--- src/rtl/execute_bru_pkg.sv ---
// Shared widths and field offsets for the BRU issue FIFO.
// The packed uop and branch-prediction bundles are described here.
package execute_bru_pkg;

  localparam int PC_W       = 32;
  localparam int SRC_W      = 32;
  localparam int IMM_W      = 26;
  localparam int BRU_CMD_W  = 7;
  localparam int BAGU_CMD_W = 2;
  localparam int ROB_W      = 4;
  localparam int FID_W      = 8;

  localparam int UOP_FIX_W  = PC_W + 2 * SRC_W + IMM_W
                            + BRU_CMD_W + BAGU_CMD_W;
  localparam int UOP_W      = UOP_FIX_W + ROB_W + FID_W;

  localparam int BAGU_LSB   = 0;
  localparam int BRU_LSB    = BAGU_LSB + BAGU_CMD_W;
  localparam int FID_LSB    = BRU_LSB + BRU_CMD_W;
  localparam int IMM_LSB    = FID_LSB + FID_W;
  localparam int ROB_LSB    = IMM_LSB + IMM_W;
  localparam int SRC1_LSB   = ROB_LSB + ROB_W;
  localparam int SRC0_LSB   = SRC1_LSB + SRC_W;
  localparam int PC_LSB     = SRC0_LSB + SRC_W;

  localparam int BP_TGT_W   = 32;
  localparam int BP_PAT_W   = 2;
  localparam int BP_W       = BP_TGT_W + 2 + BP_PAT_W;
  localparam int BP_TGT_LSB = 0;
  localparam int BP_HIT_BIT = BP_TGT_LSB + BP_TGT_W;
  localparam int BP_TKN_BIT = BP_HIT_BIT + 1;
  localparam int BP_PAT_LSB = BP_TKN_BIT + 1;

  function automatic int uop_w(input int rob_w, input int fid_w);
    return UOP_FIX_W + rob_w + fid_w;
  endfunction

endpackage

--- src/rtl/execute_bru_pipe_ram.sv ---
// Entry storage: one write port, one asynchronous read port.
// Contents are deliberately not reset.
module execute_bru_pipe_ram #(
  parameter int DEPTH = 2,
  parameter int WIDTH = 8,
  localparam int AW   = $clog2(DEPTH)
) (
  input  logic             clk,
  input  logic             we,
  input  logic [AW-1:0]    waddr,
  input  logic [WIDTH-1:0] wdata,
  input  logic [AW-1:0]    raddr,
  output logic [WIDTH-1:0] rdata
);

  logic [WIDTH-1:0] mem [DEPTH];

  always_ff @(posedge clk) begin
    if (we) mem[waddr] <= wdata;
  end

  assign rdata = mem[raddr];

endmodule

--- src/rtl/execute_bru_pipe.sv ---
// In-order BRU issue FIFO of DEPTH entries.
// Define EXECUTE_BRU_PIPE_BP_EN to carry i_bp alongside each uop.
module execute_bru_pipe
  import execute_bru_pkg::*;
#(
  parameter int DEPTH = 2,
  parameter int ROB_W = 4,
  parameter int FID_W = 8,
  localparam int UW   = uop_w(ROB_W, FID_W),
  localparam int AW   = $clog2(DEPTH),
  localparam int CW   = AW + 1
) (
  input  logic          clk,
  input  logic          resetn,
  input  logic          i_flush,
  input  logic          i_valid,
  output logic          o_ready,
  input  logic [UW-1:0] i_uop,
  input  logic [BP_W-1:0] i_bp,
  output logic          o_valid,
  input  logic          i_ready,
  output logic [UW-1:0] o_uop,
  output logic [BP_W-1:0] o_bp,
  output logic [CW-1:0] o_count
);

  logic [AW-1:0] wr_ptr;
  logic [AW-1:0] rd_ptr;
  logic [CW-1:0] count;
  logic          push;
  logic          pop;

  assign o_ready = count < CW'(DEPTH);
  assign o_valid = count != '0;
  assign o_count = count;
  assign push    = i_valid && o_ready && !i_flush;
  assign pop     = o_valid && i_ready && !i_flush;

  always_ff @(posedge clk) begin
    if (!resetn) begin
      wr_ptr <= '0;
      rd_ptr <= '0;
      count  <= '0;
    end else if (i_flush) begin
      wr_ptr <= '0;
      rd_ptr <= '0;
      count  <= '0;
    end else begin
      if (push) wr_ptr <= wr_ptr + 1'b1;
      if (pop)  rd_ptr <= rd_ptr + 1'b1;
      case ({push, pop})
        2'b10:   count <= count + 1'b1;
        2'b01:   count <= count - 1'b1;
        default: count <= count;
      endcase
    end
  end

`ifdef EXECUTE_BRU_PIPE_BP_EN
  logic [UW+BP_W-1:0] rd_ent;

  execute_bru_pipe_ram #(
    .DEPTH (DEPTH),
    .WIDTH (UW + BP_W)
  ) u_ram (
    .clk   (clk),
    .we    (push),
    .waddr (wr_ptr),
    .wdata ({i_bp, i_uop}),
    .raddr (rd_ptr),
    .rdata (rd_ent)
  );

  assign o_uop = rd_ent[UW-1:0];
  assign o_bp  = rd_ent[UW+BP_W-1:UW];
`else
  logic unused_bp;

  execute_bru_pipe_ram #(
    .DEPTH (DEPTH),
    .WIDTH (UW)
  ) u_ram (
    .clk   (clk),
    .we    (push),
    .waddr (wr_ptr),
    .wdata (i_uop),
    .raddr (rd_ptr),
    .rdata (o_uop)
  );

  assign unused_bp = ^i_bp;
  assign o_bp      = '0;
`endif

endmodule

--- config.mk ---
export PLATFORM = sky130hd
export DESIGN_NAME = execute_bru_pipe
export DESIGN_NICKNAME = d
export VERILOG_FILES = /design/src/rtl/execute_bru_pkg.sv /design/src/rtl/execute_bru_pipe_ram.sv /design/src/rtl/execute_bru_pipe.sv
export SDC_FILE = /design/constraint.sdc
export NUM_CORES = 1
export LEC_CHECK = 0
export CORE_MARGIN = 1
export CORE_UTILIZATION = 49
export CTS_CLUSTER_DIAMETER = 150
export DETAILED_ROUTE_END_ITERATION = 6
export PLACE_DENSITY = 0.88
export SKIP_LAST_GASP = 1
export SLEW_MARGIN = 20
export SYNTH_ARGS = -nofsm -noshare
export SYNTH_HDL_FRONTEND = slang
export SYNTH_SLANG_ARGS = --single-unit
--- constraint.sdc ---
create_clock -name clk -period 17.1 [get_ports clk]
set_input_delay 3.42 -clock clk [delete_from_list [all_inputs] [get_ports clk]]
set_output_delay 3.42 -clock clk [all_outputs]
set_load 0.01 [all_outputs]
==> results of run 1 <==
==> per-layer routing <==
metal  vias to the layer above  wire length (um)  GRT usage  share of wire
met1                      2715              7600      0.198           0.35
met2                       238             11300      0.327           0.53
met3                        53              1810     0.0526          0.085
li1                       2543                 -          -              -
met4                         2               703     0.0760          0.033
met5                         -                13          0        0.00061
==> power by group through the flow <==
| stage | clock network, W | registers (W) | logic (W) |
|---|---|---|---|
| 2_1_floorplan | 0 | 0.000831 | 0.0000502 |
| 3_3_place_gp | 0 | 0.000827 | 0.000118 |
| 3_5_place_dp | 0 | 0.000829 | 0.000121 |
| 4_1_cts | 0.000630 | 0.000814 | 0.000122 |
| 5_1_grt | 0.000658 | 0.000815 | 0.000129 |
| 6_report | 0.000614 | 0.000814 | 0.000121 |
==> critical path, cell delays in order (launching register included) <==
cell and delay, ps:
dfxtp_4 680, buf_4 800, mux2_2 430, clkdlybuf4s50_1 500
==> stage by stage <==
| stage | setup slack [ps] | utilization |
|---|---|---|
| after floorplan | 6800 | - |
| after global placement | 10650 | 0.643 |
| after detailed placement | 10590 | 0.643 |
| after CTS | 10570 | 0.686 |
| after global routing | 10490 | 0.686 |
| final | 10650 | 0.686 |
==> synthesized netlist by cell type (all sizes together) <==
| library cell | number | share of area |
|---|---|---|
| and3 | 1 | 0.00056 |
| xnor2 | 2 | 0.0016 |
| nor2 | 6 | 0.0020 |
| inv | 2 | 0.00068 |
| ha | 1 | 0.0011 |
| nor2b | 1 | 0.00056 |
| edfxtp | 286 | 0.77 |
| nand2 | 2 | 0.00068 |
| or3 | 1 | 0.00056 |
| conb | 1 | 0.00034 |
| o21ai | 2 | 0.00090 |
| xor2 | 2 | 0.0016 |
| a21oi | 1 | 0.00045 |
| buf | 52 | 0.037 |
| mux2 | 143 | 0.17 |
| or2 | 1 | 0.00056 |
| dfxtp | 5 | 0.0090 |
==> kinds of logic after synthesis <==
kind of cell | count (synthesis) | share of synthesized area
buffers and inverters | 54 | 0.0373
other | 1 | 0.000338
AND/OR/NAND/NOR | 12 | 0.00496
XOR/XNOR | 4 | 0.00316
multiplexers | 143 | 0.169
AO/OA/AOI/OAI | 3 | 0.00135
adder cells (fa/ha/maj) | 1 | 0.00113
flip-flops | 291 | 0.783
==> flip-flops by register name, summed over array words and instances, names as in the netlist, named ones only <==
register	count
o_count	2
rd_ptr	1
wr_ptr	1
u_ram.mem	286
==> worst min-delay path by stage <==
stage | endpoint | cells after the start
global placement | rd_ptr | 2
detailed placement | register | 2
global route | rd_ptr | 2
floorplan | register | 2
CTS | rd_ptr | 2
finish | rd_ptr | 2
==> cell type report <==
cell class | count | area, um^2
Inverter | 2 | 7.51
Timing Repair Buffer | 299 | 2980
Fill cell | 1410 | 6910
Tap cell | 280 | 350
Clock inverter | 15 | 150
Multi-Input combinational cell | 199 | 2140
Sequential cell | 291 | 8690
Clock buffer | 38 | 790
==> flow_summary_export.csv, run 1 <==
group,metric,value,unit
status,status,"complete, but fails checks",
status,violations,"design-rule violations",
critical_path,reg2reg_depth,4,
sta,period_share,0.377,
power,p_leak,5.22,nW
power,peakVddDrop,0.0852,mV
synth,synth-seq-cells,291,
cells_and_area,area_delta_synth_final,36.2,%
cts,cts.repair.resized,0,
cells_and_area,nNetsFinal,1007,
cts,hold_buffers,0,
sta,fmax,155,MHz
sta,hold_viol_final,0,
floorplanning,design.portCount,367,
global_routing,antenna_found_initial,1,
cells_and_area,drive_above_1_share,0.233,
power,seq_power_share,0.525,
power,p_sw_frac,0.193,
route,routed_via_density,4.94,
cts,clock-sinks,291,
critical_path,cp-endpoint,"o_uop[138]",
synth,yosys_warnings,0,
cts,ctsRootBufferMaster,"clkbuf_16",
cts,path_clk_slew,60,ps
placement,post-place-cells,1071,
sta,worst_pin_slew,1030,ps
floorplanning,die_h,152,um
power,power,0.00155,W
route,dr.pass1.iters,7,
floorplanning,coreArea,22000,um^2
sta,report.final.slew_viol_count,0,
cts,cts_htree_levels,1,
sta,skew,16.2,ps
global_routing,grt_pass1_vias,6029,
placement,placed_area,14200,um^2
global_routing,overflow,0,
power,power.share.combinational,0.078,
power,power_density,102,nW/um^2
critical_path,worstSetupPathType,"reg -> out",
synth,avgSynthCellArea,21.8,um^2
cells_and_area,fin_area,15100,um^2
hold_path,hold_start,"rd_ptr",
critical_path,crit_arrival,3030,ps
route,antenna_left,0,
critical_path,ff2ff_setup_slack,14420,ps
critical_path,worstPathRequired,13680,ps
sta,hold_slack,518,ps
cts,post_cts_buffers,0,
global_routing,grt_max_degree,84,
placement,place_congestion,0.719,
critical_path,crit_fanout,63,
floorplanning,dieArea,23300,um^2
sta,max-slew-margin-rel,0.313,
cts,worstSkewPairLatency,520,ps
cells_and_area,layout_commonest_cell,"clkdlybuf4s50_1",
route,wirelength,21500,um
sta,fin_setup_tns,0,ps
sta,rsz0062_at_grt,"no",
cts,clk_path_buf_depth,3,
cells_and_area,antennaDiodeCount,0,
floorplanning,die_x,152,um
power,intPower,0.00125,W
critical_path,r2r_start,"o_count[1]",
placement,port_buffers,294,
critical_path,cp-start-kind,"register",
cells_and_area,final_cells,1124,
floorplanning,fp-row-count,54,
placement,place_hpwl,14200,um
power,clockPowerShare,0.396,
synth,synth-seq-area-share,0.783,
cts,cts_tree,"done",
sta,fin_crit,6450,ps
route,wl_per_cell,19.1,um
floorplanning,start_util,0.504,
synth,yosysUniqueCellTypes,20,
route,vias,5551,
route,drtIter0Drc,227,
critical_path,cp-end-kind,"primary output",
route,drc,18,
synth,syn_area,11100,um^2
global_routing,grtUsageTotal,0.181,
power,p_sw,0.000298,W
global_routing,grt_pass1_wl,32500,um
sta,setup_violations,0,
cts,cts_buffers,29,
run,cap_viol_max_count,0,
critical_path,reg2reg_to,"u_ram.mem[0][106]",
hold_path,min_path_type,"reg -> reg",
cells_and_area,final_cell_mix,"294 x clkdlybuf4s50_1, 286 x edfxtp_1, 73 x mux2_2, 70 x mux2_4, 36 x conb_1",
synth,syn_inst,509,
Power figures use the tool's default switching activity.
==> run 2: changes to the inputs <==
Settings changed: CORE_UTILIZATION 49 to 46, PLACE_DENSITY 0.88 to 0.83.
Clock period 17.1 ns to 6.5 ns, I/O delays scaled along.
==> flow_summary_export.csv, run 2 (synthesis results as in run 1) <==
group,metric,value,unit
route,drc,0,
floorplanning,design.portCount,367,
critical_path,cpMaxStageDelayCell,"dfxtp_4",
sta,report.final.slew_viol_count,0,
cells_and_area,area_delta_synth_final,37.6,%
cts,cts_tree,"done",
route,routed_via_density,4.71,
sta,fmax,237,MHz
cells_and_area,antennaDiodeCount,0,
cts,post_cts_buffers,0,
sta,fin_setup_tns,0,ps
placement,post-place-ws,2680,ps
critical_path,cp-start-kind,"register",
floorplanning,coreArea,23500,um^2
route,wirelength,21400,um
route,wl_per_cell,18.4,um
global_routing,antenna_found_initial,0,
power,power_density,276,nW/um^2
floorplanning,die_x,157,um
floorplanning,dieArea,24700,um^2
cts,hold_buffers,0,
route,vias,5469,
critical_path,crit_arrival,2930,ps
sta,rsz0062_at_grt,"no",
global_routing,grtUsageTotal,0.165,
cts,worstSkewPairLatency,520,ps
cells_and_area,layout_commonest_cell,"clkdlybuf4s50_1",
global_routing,overflow,0,
sta,hold_slack,507,ps
floorplanning,die_h,157,um
global_routing,grt_pass1_wl,31100,um
cts,path_clk_slew,60,ps
cts,cts.repair.resized,0,
route,drtIter0Drc,252,
critical_path,cp-end-kind,"primary output",
global_routing,grt_pass1_vias,5804,
power,p_leak,5.26,nW
sta,fin_crit,4230,ps
sta,worst_slack,2270,ps
cells_and_area,largest_register_ff_count,286,
sta,hold_viol_final,0,
sta,max-slew-margin-rel,0.316,
placement,post-place-cells,1109,
critical_path,worstPathRequired,5200,ps
route,dr.pass1.iters,4,
run,cap_viol_max_count,0,
sta,setup_violations,0,
cells_and_area,final_cells,1162,
critical_path,crit_chain,"buf_4, mux2_2, clkdlybuf4s50_1",
cts,clk_path_buf_depth,3,
placement,place_congestion,0.692,
sta,skew,8.39,ps
placement,port_buffers,294,
hold_path,min_path_type,"reg -> reg",
cells_and_area,fin_util,0.649,
critical_path,worstSetupPathType,"reg -> out",
power,peakVddDrop,0.235,mV
route,antenna_left,0,
cts,cts_buffers,29,
cts,cts_htree_levels,1,
floorplanning,fp-row-count,56,
cells_and_area,nNetsFinal,1006,
cells_and_area,final_cell_mix,"294 x clkdlybuf4s50_1, 286 x edfxtp_1, 73 x mux2_2, 70 x mux2_4, 36 x conb_1",
critical_path,crit_fanout,47,
floorplanning,start_util,0.471,
placement,place_hpwl,13800,um
cts,clock-sinks,291,
cells_and_area,largest_register,"u_ram.mem",
global_routing,grt_max_degree,144,
sta,worst_pin_slew,1030,ps
cells_and_area,drive_above_1_share,0.234,
cts,ctsRootBufferMaster,"clkbuf_16",
status,status,"completed",
sta,period_share,0.650,
critical_path,slowest_delay,790,ps
[run 2: cell count changes in the layout (fill, tap and decap cells not counted), sizes merged]
cell,change
clkbuf,+2
buf,-1
bufinv,+3
clkinv,-5
[run 2: cell type report]
| cell class | count | area, um^2 |
|---|---|---|
| fill | 1607 | 8270 |
| clock buffer | 40 | 807 |
| clock inverter | 13 | 218 |
| timing repair buffer | 298 | 3010 |
| tap | 319 | 399 |
| multi-input combinational | 199 | 2140 |
| inverter | 2 | 7.51 |
| sequential | 291 | 8690 |
[run 2: path summary, 6_finish.rpt]
check,startpoint,endpoint,slack [ps],depth (start not counted)
worst max-delay path,register,o_uop[23],2270,3
worst min-delay path,rd_ptr,rd_ptr,510,2
worst max register to register,o_count[1],u_ram.mem[1][34],4060,3
worst min register to register,rd_ptr,rd_ptr,510,2
[run 2: power breakdown]
| group | internal, W | total [W] | switching (W) |
|---|---|---|---|
| Combinational | 0.000196 | 0.000319 | 0.000123 |
| Clock | 0.00110 | 0.00176 | 0.000653 |
| Sequential | 0.00213 | 0.00214 | 0.0000151 |
[run 2: critical path: cells and delay by family, from the launching register on]
family	cells	cell delay [ps]
buffers and inverters	2	1140
flip-flops	1	790
multiplexers	1	400
[run 2: per-layer routing]
metal / vias to the layer above / share of wire / GRT usage
li1: 2534 / - / -
met1: 2679 / 0.36 / 0.184
met2: 224 / 0.53 / 0.301
met3: 32 / 0.088 / 0.0531
met4: 0 / 0.018 / 0.0462
met5: - / 0 / 0
[run 2: through the flow]
stage | power [W] | instance area (um^2)
4_1_cts | 0.00426 | 15300
5_1_grt | 0.00435 | 15300
2_1_floorplan | 0.00231 | 11200
3_5_place_dp | 0.00250 | 14200
6_report | 0.00421 | 15300
3_3_place_gp | 0.00249 | 14200
